<file path="src/rtl/updown_counter_param_if.sv">
// rtl/updown_counter_param_if.sv - control/status bundle for the parametrised up/down counter
interface updown_counter_param_if #(
    parameter int WIDTH  = 8,
    parameter int STEP_W = 4
);
    logic              enable;
    logic              up_down;
    logic [STEP_W-1:0] step;
    logic              mode_sat;
    logic              load;
    logic [WIDTH-1:0]  load_val;
    logic              clr_flags;

    logic [WIDTH-1:0]  count;
    logic              overflow;
    logic              underflow;
    logic              ovf_sticky;
    logic              udf_sticky;
    logic              at_max;
    logic              at_zero;

    modport master (
        output enable, up_down, step, mode_sat, load, load_val, clr_flags,
        input  count, overflow, underflow, ovf_sticky, udf_sticky, at_max, at_zero
    );

    modport slave (
        input  enable, up_down, step, mode_sat, load, load_val, clr_flags,
        output count, overflow, underflow, ovf_sticky, udf_sticky, at_max, at_zero
    );
endinterface

</file>
<file path="src/rtl/updown_counter_param.sv">
// rtl/updown_counter_param.sv - parametrised up/down counter with wrap/saturate modes and sticky flags
module updown_counter_param #(
    parameter int          WIDTH   = 8,
    parameter int unsigned MAX_VAL = (2**WIDTH) - 1,
    parameter int          STEP_W  = 4
) (
    input  logic                  clk,
    input  logic                  rst_n,
    updown_counter_param_if.slave cnt_if
);

    generate
        if (WIDTH < 2 || WIDTH > 30) begin : g_bad_width
            $error("updown_counter_param: WIDTH must be in 2..30");
        end
        if (MAX_VAL < 1 || MAX_VAL > (2**WIDTH) - 1) begin : g_bad_max
            $error("updown_counter_param: MAX_VAL must be in 1..2**WIDTH-1");
        end
        if (STEP_W < 1 || (2**STEP_W) - 1 > MAX_VAL) begin : g_bad_step
            $error("updown_counter_param: 2**STEP_W-1 must not exceed MAX_VAL");
        end
    endgenerate

    localparam logic [WIDTH:0]   MAX_X = (WIDTH+1)'(MAX_VAL);
    localparam logic [WIDTH-1:0] MAX_C = WIDTH'(MAX_VAL);
    localparam logic [WIDTH-1:0] MOD_C = WIDTH'(MAX_VAL + 1);

    logic [WIDTH-1:0] count_q, count_d;
    logic             ovf_q, ovf_d;
    logic             udf_q, udf_d;
    logic             ovs_q, ovs_d;
    logic             uds_q, uds_d;
    logic             at_max_q, at_max_d;
    logic             at_zero_q, at_zero_d;

    logic [WIDTH-1:0] step_w;
    logic [WIDTH:0]   sum_x;
    logic             up_cross;
    logic             down_cross;
    logic [WIDTH-1:0] up_wrap;
    logic [WIDTH-1:0] down_wrap;
    logic [WIDTH-1:0] load_clamped;

    // Bound checks use one extra bit so count+step never truncates before the compare.
    assign step_w     = WIDTH'(cnt_if.step);
    assign sum_x      = {1'b0, count_q} + (WIDTH+1)'(cnt_if.step);
    assign up_cross   = (sum_x > MAX_X);
    assign down_cross = (step_w > count_q);

    // Wrapped results always fit in WIDTH bits, so modular WIDTH-bit arithmetic is exact.
    assign up_wrap   = count_q + step_w - MOD_C;
    assign down_wrap = count_q + MOD_C - step_w;

    assign load_clamped = ({1'b0, cnt_if.load_val} > MAX_X) ? MAX_C : cnt_if.load_val;

    always_comb begin
        count_d = count_q;
        ovf_d   = 1'b0;
        udf_d   = 1'b0;

        if (cnt_if.load) begin
            count_d = load_clamped;
        end else if (cnt_if.enable && (cnt_if.step != '0)) begin
            if (cnt_if.up_down) begin
                if (up_cross) begin
                    ovf_d   = 1'b1;
                    count_d = cnt_if.mode_sat ? MAX_C : up_wrap;
                end else begin
                    count_d = sum_x[WIDTH-1:0];
                end
            end else begin
                if (down_cross) begin
                    udf_d   = 1'b1;
                    count_d = cnt_if.mode_sat ? '0 : down_wrap;
                end else begin
                    count_d = count_q - step_w;
                end
            end
        end

        // A new event on the same edge as clr_flags leaves the flag set.
        ovs_d     = (ovs_q & ~cnt_if.clr_flags) | ovf_d;
        uds_d     = (uds_q & ~cnt_if.clr_flags) | udf_d;
        at_max_d  = (count_d == MAX_C);
        at_zero_d = (count_d == '0);
    end

    always_ff @(posedge clk or negedge rst_n) begin
        if (!rst_n) begin
            count_q   <= '0;
            ovf_q     <= 1'b0;
            udf_q     <= 1'b0;
            ovs_q     <= 1'b0;
            uds_q     <= 1'b0;
            at_max_q  <= 1'b0;
            at_zero_q <= 1'b1;
        end else begin
            count_q   <= count_d;
            ovf_q     <= ovf_d;
            udf_q     <= udf_d;
            ovs_q     <= ovs_d;
            uds_q     <= uds_d;
            at_max_q  <= at_max_d;
            at_zero_q <= at_zero_d;
        end
    end

    assign cnt_if.count      = count_q;
    assign cnt_if.overflow   = ovf_q;
    assign cnt_if.underflow  = udf_q;
    assign cnt_if.ovf_sticky = ovs_q;
    assign cnt_if.udf_sticky = uds_q;
    assign cnt_if.at_max     = at_max_q;
    assign cnt_if.at_zero    = at_zero_q;

endmodule

</file>
<file path="src/flat_wrapper.sv">
// flat-port wrapper written by rule: the top's interface ports become plain ports
module updown_counter_param_flat 
#(
    parameter int          WIDTH   = 8,
    parameter int unsigned MAX_VAL = (2**WIDTH) - 1,
    parameter int          STEP_W  = 4
)
  (clk, rst_n, cnt_if_enable, cnt_if_up_down, cnt_if_step, cnt_if_mode_sat, cnt_if_load, cnt_if_load_val, cnt_if_clr_flags, cnt_if_count, cnt_if_overflow, cnt_if_underflow, cnt_if_ovf_sticky, cnt_if_udf_sticky, cnt_if_at_max, cnt_if_at_zero);
  updown_counter_param_if #(.WIDTH(WIDTH), .STEP_W(STEP_W)) cnt_if_i ();
  input  logic clk;
  input  logic rst_n;
  input wire logic [$bits(cnt_if_i.enable)-1:0] cnt_if_enable;
  input wire logic [$bits(cnt_if_i.up_down)-1:0] cnt_if_up_down;
  input wire logic [$bits(cnt_if_i.step)-1:0] cnt_if_step;
  input wire logic [$bits(cnt_if_i.mode_sat)-1:0] cnt_if_mode_sat;
  input wire logic [$bits(cnt_if_i.load)-1:0] cnt_if_load;
  input wire logic [$bits(cnt_if_i.load_val)-1:0] cnt_if_load_val;
  input wire logic [$bits(cnt_if_i.clr_flags)-1:0] cnt_if_clr_flags;
  output wire logic [$bits(cnt_if_i.count)-1:0] cnt_if_count;
  output wire logic [$bits(cnt_if_i.overflow)-1:0] cnt_if_overflow;
  output wire logic [$bits(cnt_if_i.underflow)-1:0] cnt_if_underflow;
  output wire logic [$bits(cnt_if_i.ovf_sticky)-1:0] cnt_if_ovf_sticky;
  output wire logic [$bits(cnt_if_i.udf_sticky)-1:0] cnt_if_udf_sticky;
  output wire logic [$bits(cnt_if_i.at_max)-1:0] cnt_if_at_max;
  output wire logic [$bits(cnt_if_i.at_zero)-1:0] cnt_if_at_zero;
  assign cnt_if_i.enable = cnt_if_enable;
  assign cnt_if_i.up_down = cnt_if_up_down;
  assign cnt_if_i.step = cnt_if_step;
  assign cnt_if_i.mode_sat = cnt_if_mode_sat;
  assign cnt_if_i.load = cnt_if_load;
  assign cnt_if_i.load_val = cnt_if_load_val;
  assign cnt_if_i.clr_flags = cnt_if_clr_flags;
  assign cnt_if_count = cnt_if_i.count;
  assign cnt_if_overflow = cnt_if_i.overflow;
  assign cnt_if_underflow = cnt_if_i.underflow;
  assign cnt_if_ovf_sticky = cnt_if_i.ovf_sticky;
  assign cnt_if_udf_sticky = cnt_if_i.udf_sticky;
  assign cnt_if_at_max = cnt_if_i.at_max;
  assign cnt_if_at_zero = cnt_if_i.at_zero;
  updown_counter_param #(.WIDTH(WIDTH), .MAX_VAL(MAX_VAL), .STEP_W(STEP_W)) u_core (.clk(clk), .rst_n(rst_n), .cnt_if(cnt_if_i));
endmodule
</file>
<file path="config.mk">
export PLATFORM = sky130hd
export DESIGN_NAME = updown_counter_param_flat
export DESIGN_NICKNAME = d
export VERILOG_FILES = /design/src/rtl/updown_counter_param_if.sv /design/src/rtl/updown_counter_param.sv /design/src/flat_wrapper.sv
export SDC_FILE = /design/constraint.sdc
export NUM_CORES = 1
export LEC_CHECK = 0
export CORE_ASPECT_RATIO = 0.9
export CORE_MARGIN = 2
export CORE_UTILIZATION = 30
export DETAILED_ROUTE_END_ITERATION = 6
export PLACE_DENSITY = 0.54
export RECOVER_POWER = 100
export SETUP_SLACK_MARGIN = 0.02
export SLEW_MARGIN = 5
export SYNTH_ARGS = -nofsm -noshare
export SYNTH_HDL_FRONTEND = slang
export SYNTH_SLANG_ARGS = --single-unit
export TNS_END_PERCENT = 30
</file>
<file path="constraint.sdc">
create_clock -name clk -period 6.02 [get_ports clk]
set_clock_uncertainty 0.1 [all_clocks]
set_input_delay 1.806 -clock clk [delete_from_list [all_inputs] [get_ports clk]]
set_output_delay 1.806 -clock clk [all_outputs]
set_load 0.02 [all_outputs]
</file>
Word level (Yosys, flattened, before mapping)
Index checks and enable logic that the tools add are counted.
{"block": "word_totals", "ff_bits": 14, "inputBits": 19, "output_inout_bits": 14, "elab_cells": 36}
{"block": "op_classes", "add_sub_neg": 3, "n_lt_le_gt_ge": 2, "n_eq_ne": 1, "muxes": 15, "n_bitwise": 5, "n_reduce_logical": 3}
{"operator": "$mux 8", "n": 7}
{"operator": "$add 8x4->9", "n": 1}
{"operator": "$gt 9x8->1 const B", "n": 1}
{"operator": "$add 8x4->8", "n": 1}
{"operator": "$eq 8x8->1 const B", "n": 1}
{"operator": "$gt 4x8->1", "n": 1}
{"operator": "$logic_not 8->1", "n": 1}
{"operator": "$mux 1", "n": 8}
{"operator": "$sub 8x4->8", "n": 1}
{"operator": "$reduce_bool 4->1", "n": 1}
{"operator": "$and 1x1->1", "n": 2}
{"operator": "$or 1x1->1", "n": 2}
{"operator": "$logic_and 1x1->1", "n": 1}
{"operator": "$not 1->1", "n": 1}

Longest topological paths before layout
{"block": "depth", "depth_word": 7, "depth_mapped": 11}

Worst setup path after synthesis
Ideal clock, no wire load.
{"block": "synth_path", "kind": "in2reg", "from": "input port cnt_if_step[0]", "to": "register u_core.at_zero_q, in the netlist u_core.cnt_if.at_zero", "setup_time_ns": 0.075, "t_arrival_ns": 3.971, "t_required_ns": 5.845, "slack_ns": 1.874, "cell_stages": 10, "path_cell_list": "ha_1 -> inv_1 -> fa_1 -> a21o_1 -> a211oi_1 -> nand3b_1 -> a31oi_1 -> a2111oi_1 -> or4b_1 -> nor3_2"}
{"block": "synth_via", "elab_chain_cells": 7, "elab_cells_between_ends": 15, "classes_between": "add/sub (3); order compare (2); mux (7); reduce/logical (3)"}
{"item": "start: declaration", "line": "flat_wrapper.sv:14", "rtl": "input wire logic [$bits(cnt_if_i.step)-1:0] cnt_if_step;"}
{"item": "$add 8x4->9 (tied with other cells)", "line": "updown_counter_param.sv:46", "rtl": "assign sum_x = {1'b0, count_q} + (WIDTH+1)'(cnt_if.step);"}
{"item": "$gt 9x8->1 (tied with other cells)", "line": "updown_counter_param.sv:47", "rtl": "assign up_cross = (sum_x > MAX_X);"}
{"item": "$mux 8 (on tied branches)", "line": "updown_counter_param.sv:65, updown_counter_param.sv:72"}
{"item": "$mux 8", "line": "updown_counter_param.sv:64", "rtl": "if (cnt_if.up_down) begin"}
{"item": "$mux 8 (*)", "line": "updown_counter_param.sv:63", "rtl": "end else if (cnt_if.enable && (cnt_if.step != '0)) begin"}
{"item": "$mux 8 (*)", "line": "updown_counter_param.sv:61", "rtl": "if (cnt_if.load) begin"}
{"item": "$logic_not 8->1 (*)", "line": "updown_counter_param.sv:85", "rtl": "at_zero_d = (count_d == '0);"}
{"item": "named net u_core.at_zero_d", "line": "updown_counter_param.sv:34", "rtl": "logic at_zero_q, at_zero_d;"}
{"item": "end signal: assignment", "line": "updown_counter_param.sv:104", "rtl": "at_zero_q <= at_zero_d;"}
{"item": "end: declaration", "line": "updown_counter_param.sv:34"}
The timed path passes the listed nets; every way through them passes the cells marked *.

Final worst setup path
{"block": "layout_path", "from": "input port cnt_if_step[0]", "to": "register u_core.at_zero_q, in the netlist u_core.cnt_if.at_zero"}
{"block": "layout_via", "elab_chain_cells": 7, "elab_cells_between_ends": 15, "classes_between": "add/sub (3); order compare (2); mux (7); reduce/logical (3)"}
{"item": "$add 8x4->9 (tied with other cells)", "line": "updown_counter_param.sv:46"}
{"item": "$gt 9x8->1 (tied with other cells)", "line": "updown_counter_param.sv:47"}
{"item": "$mux 8 (on tied branches)", "line": "updown_counter_param.sv:65, updown_counter_param.sv:72"}
{"item": "$mux 8", "line": "updown_counter_param.sv:64"}
{"item": "$mux 8 (*)", "line": "updown_counter_param.sv:63"}
{"item": "$mux 8 (*)", "line": "updown_counter_param.sv:61"}
{"item": "named net u_core.count_d[3]", "line": "updown_counter_param.sv:28", "rtl": "logic [WIDTH-1:0] count_q, count_d;"}
{"item": "$logic_not 8->1 (*)", "line": "updown_counter_param.sv:85"}
{"item": "named net u_core.at_zero_d", "line": "updown_counter_param.sv:34"}
Marked as above.

==> results.py <==
metrics = {
    "outcome": {
        "status": "finished, final reports clean",
    },
    "clock_network": {
        "postCtsHoldBufs": 0,
        "ctsLongestPathBuffers": 2,
        "clock-sinks": 14,
        "cts_max_level": 1,
        "clkTransAtPathRegs_ns": 0.06,
        "cts_tree": "built",
        "cts_setup_buffers": 0,
        "clkLatencyLatePin_ns": 0.24,
        "cts_resized": 0,
        "cts_made_buffers": 3,
        "clock-root-buffer": "clkbuf_8",
    },
    "worst_setup_path": {
        "cp.depth": 11,
        "crit_arrival_ns": 5.05,
        "cp_top_family": "compound AO/OA/AOI/OAI gates",
        "critPathMaxStageDelay_ns": 0.62,
        "required_ns": 6.08,
        "critPathLaunch": "cnt_if_step[0]",
        "reg2regPathDepth": 11,
        "cpMostUsedCell": "a21oi_1",
        "endpoint": "u_core.cnt_if.at_zero",
        "worst_r2r_endpoint": "u_core.cnt_if.at_zero",
        "worst-r2r-setup-slack_ns": 2.75,
        "critPathLaunchType": "primary input",
        "path_buf_inv": 2,
        "cp_max_fo": 4,
        "criticalPathCategory": "in2reg",
        "cp-end-kind": "register",
        "worstPathCellList": "dlygate4sd3_1, ha_1, inv_1, fa_1, a21o_1, a21oi_1, a21oi_1, a32o_1, a2111oi_1, or4b_1, nor3_1",
        "worstReg2RegStart": "u_core.cnt_if.count[0]",
        "slowest_stage": "dlygate4sd3_1",
    },
    "placement": {
        "place.gp.congestion": 0.928,
        "port-buffer-count": 32,
        "numPlacedInstances": 243,
        "dp_hpwl_um": 3000,
    },
    "logic_synthesis": {
        "synth_edf_count": 0,
        "yosys_most_used_dff": "dfrtp_1",
        "synth_top_area_share_pct": 24.3,
        "syn_avg_cell_area_sq_um": 8.68,
        "yosysSeqAreaShare_pct": 26.3,
        "syn_area_sq_um": 1340,
        "async_flop_share_pct": 100,
        "yosysWarnings": 0,
        "synth-seq-cells": 14,
        "syn-instance-count": 154,
        "synthDistinctLibCells": 57,
        "yosys-top-cells-area": "dfrtp_1 24%, ha_1 7.5%, a21oi_1 4.5%",
        "syn_nets": 183,
        "synth_top_area_cell": "dfrtp_1",
    },
    "min_path": {
        "hold_path.class": "reg2reg",
        "hp-start": "u_core.cnt_if.udf_sticky",
    },
    "global_routing": {
        "grt_pass1_wl_um": 6070,
        "overflow": 0,
        "met1_usage_pct": 23.7,
        "busiest_layer": "met2",
        "grtUsageMet3_pct": 2.69,
        "grt_util_all_layers_pct": 15.8,
        "grt_antenna_before_repair": 0,
        "use_met2_pct": 24.3,
        "grt_pass1_vias": 1240,
        "grt_start_max_net_pins": 15,
    },
    "detailed_routing": {
        "drt_wl_total_um": 3730,
        "drc": 0,
        "vias": 1317,
        "ant_nets": 0,
        "drtPass1Iterations": 4,
        "via_per_inst": 5.33,
        "drtIter0Drc": 150,
        "wl_per_cell_um": 15.1,
    },
    "cells_and_area": {
        "insertedDiodeCount": 0,
        "fin_nets": 215,
        "area_growth_syn_to_layout_pct": 29.0,
        "layout-drive-gt1-share_pct": 7.57,
        "post-route-util_pct": 39.4,
        "layout.cells.non_filler": 247,
    },
    "floorplanning": {
        "start_util_pct": 30.5,
        "core_sq_um": 4370,
        "die_y_um": 67.3,
        "die-area_sq_um": 5000,
        "die_w_um": 74.4,
        "num_rows": 23,
        "io_pins": 33,
    },
    "timing": {
        "tns_ns": 0,
        "maxSlewHeadroom_pct": 57.8,
        "drv_slew": 0,
        "finalHoldViolations": 0,
        "setup_viol": 0,
        "rsz0062_at_grt": "false",
        "worstMarginPinSlew_ns": 0.618,
        "fin_crit_sh_pct": 82.9,
        "min_period_ns": 4.99,
        "max_freq_mhz": 200,
    },
    "pwr": {
        "p_leak_nw": 0.745,
        "powerDensity_nw_per_um2": 211,
        "ir_worst_vdd_mv": 0.0911,
    },
    "flow_run": {
        "drv_cap": 0,
    },
}
[registers in the layout, indices dropped and copies added, names as in the netlist]
| signal | cells |
|---|---|
| u_core.cnt_if.at_max | 1 |
| u_core.cnt_if.at_zero | 1 |
| u_core.cnt_if.count | 8 |
| u_core.cnt_if.overflow | 1 |
| u_core.cnt_if.ovf_sticky | 1 |
| u_core.cnt_if.udf_sticky | 1 |
| u_core.cnt_if.underflow | 1 |
[area by class of cell]
cell class              count  area, sq um
inverters                  13         48.8
repair buffers             33          328
well taps                  62         77.6
flip-flops and latches     14          352
fillers                   477         2650
multi-input cells         121          863
clock buffers               4         55.1
[metal layers]
layer / wire (um) / part of all wire [%]
met5: 0 / 0
met1: 1730 / 46
met2: 1750 / 47
met3: 250 / 6.7
met4: 0 / 0
[layout by cell type, fill, tap and decap left out, types with 2 or more instances in the layout]
cell type        Yosys  layout
mux2i_1              4       4
nor2_1               9       9
a21o_1               4       4
a21oi_1             12      13
a221oi_1             3       3
a211oi_1             6       6
fa_1                 2       2
nor3_1               6       7
nand2_1             15      15
o21ai_0              7       7
a2111oi_0            2       2
nand2b_1             2       2
nor2b_1              2       2
ha_1                 8       8
clkdlybuf4s50_1      0      16
nor4_1               2       2
a31oi_1              2       2
o211ai_1             2       2
inv_1               13      13
dlygate4sd3_1        0      16
clkbuf_8             2       4
dfrtp_1             13      13
[cells by family after synthesis]
logic type                 count (synthesis)  synth area share (%)
xor gates and xnor gates                   1                 0.656
DFF                                       14                  26.3
muxes                                      6                  4.68
AOI/OAI and AO/OA                         53                  29.2
adders and majority gates                 10                  10.5
and+or+nand+nor                           51                  20.9
buffers and inverters                     19                  7.77
[synthesized netlist by cell type (all sizes together), types with 2 or more instances]
cell type / instances
nand2: 15
a21oi: 13
dfrtp: 13
inv: 13
nor2: 9
ha: 8
o21ai: 8
nor3: 7
a211oi: 6
a21o: 4
mux2i: 4
a2111oi: 3
a221oi: 3
buf: 3
clkbuf: 3
a31oi: 2
and3: 2
fa: 2
mux2: 2
nand2b: 2
nor2b: 2
nor4: 2
o211ai: 2
o41ai: 2
[worst min-delay path by stage]
stage,cells past startpoint,to
floorplan,1,u_core.cnt_if.ovf_sticky
global placement,1,u_core.cnt_if.ovf_sticky
CTS,1,u_core.cnt_if.udf_sticky
finish,1,u_core.cnt_if.udf_sticky
global route,1,u_core.cnt_if.udf_sticky
detailed placement,1,u_core.cnt_if.udf_sticky
[through the flow]
stage / instance area, sq um / setup WS (ns) / hold slack (ns) / total power, mW
floorplan: 1340 / 1.87 / 0.494 / 0.224
global placement: 1690 / 0.994 / 0.364 / 0.281
detailed placement: 1690 / 0.989 / 0.368 / 0.279
CTS: 1740 / 1.24 / 0.381 / 0.373
global route: 1720 / 0.911 / 0.391 / 0.390
finish: 1720 / 1.03 / 0.373 / 0.364
[power by group]
part / leakage (nW) / internal [mW] / switching (mW)
Clock: 0.0288 / 0.0579 / 0.0331
Sequential: 0.175 / 0.102 / 0.0162
Combinational: 0.542 / 0.0672 / 0.0873
Total: 0.745 / 0.227 / 0.137
No activity file was read; power rests on OpenSTA's default activity.
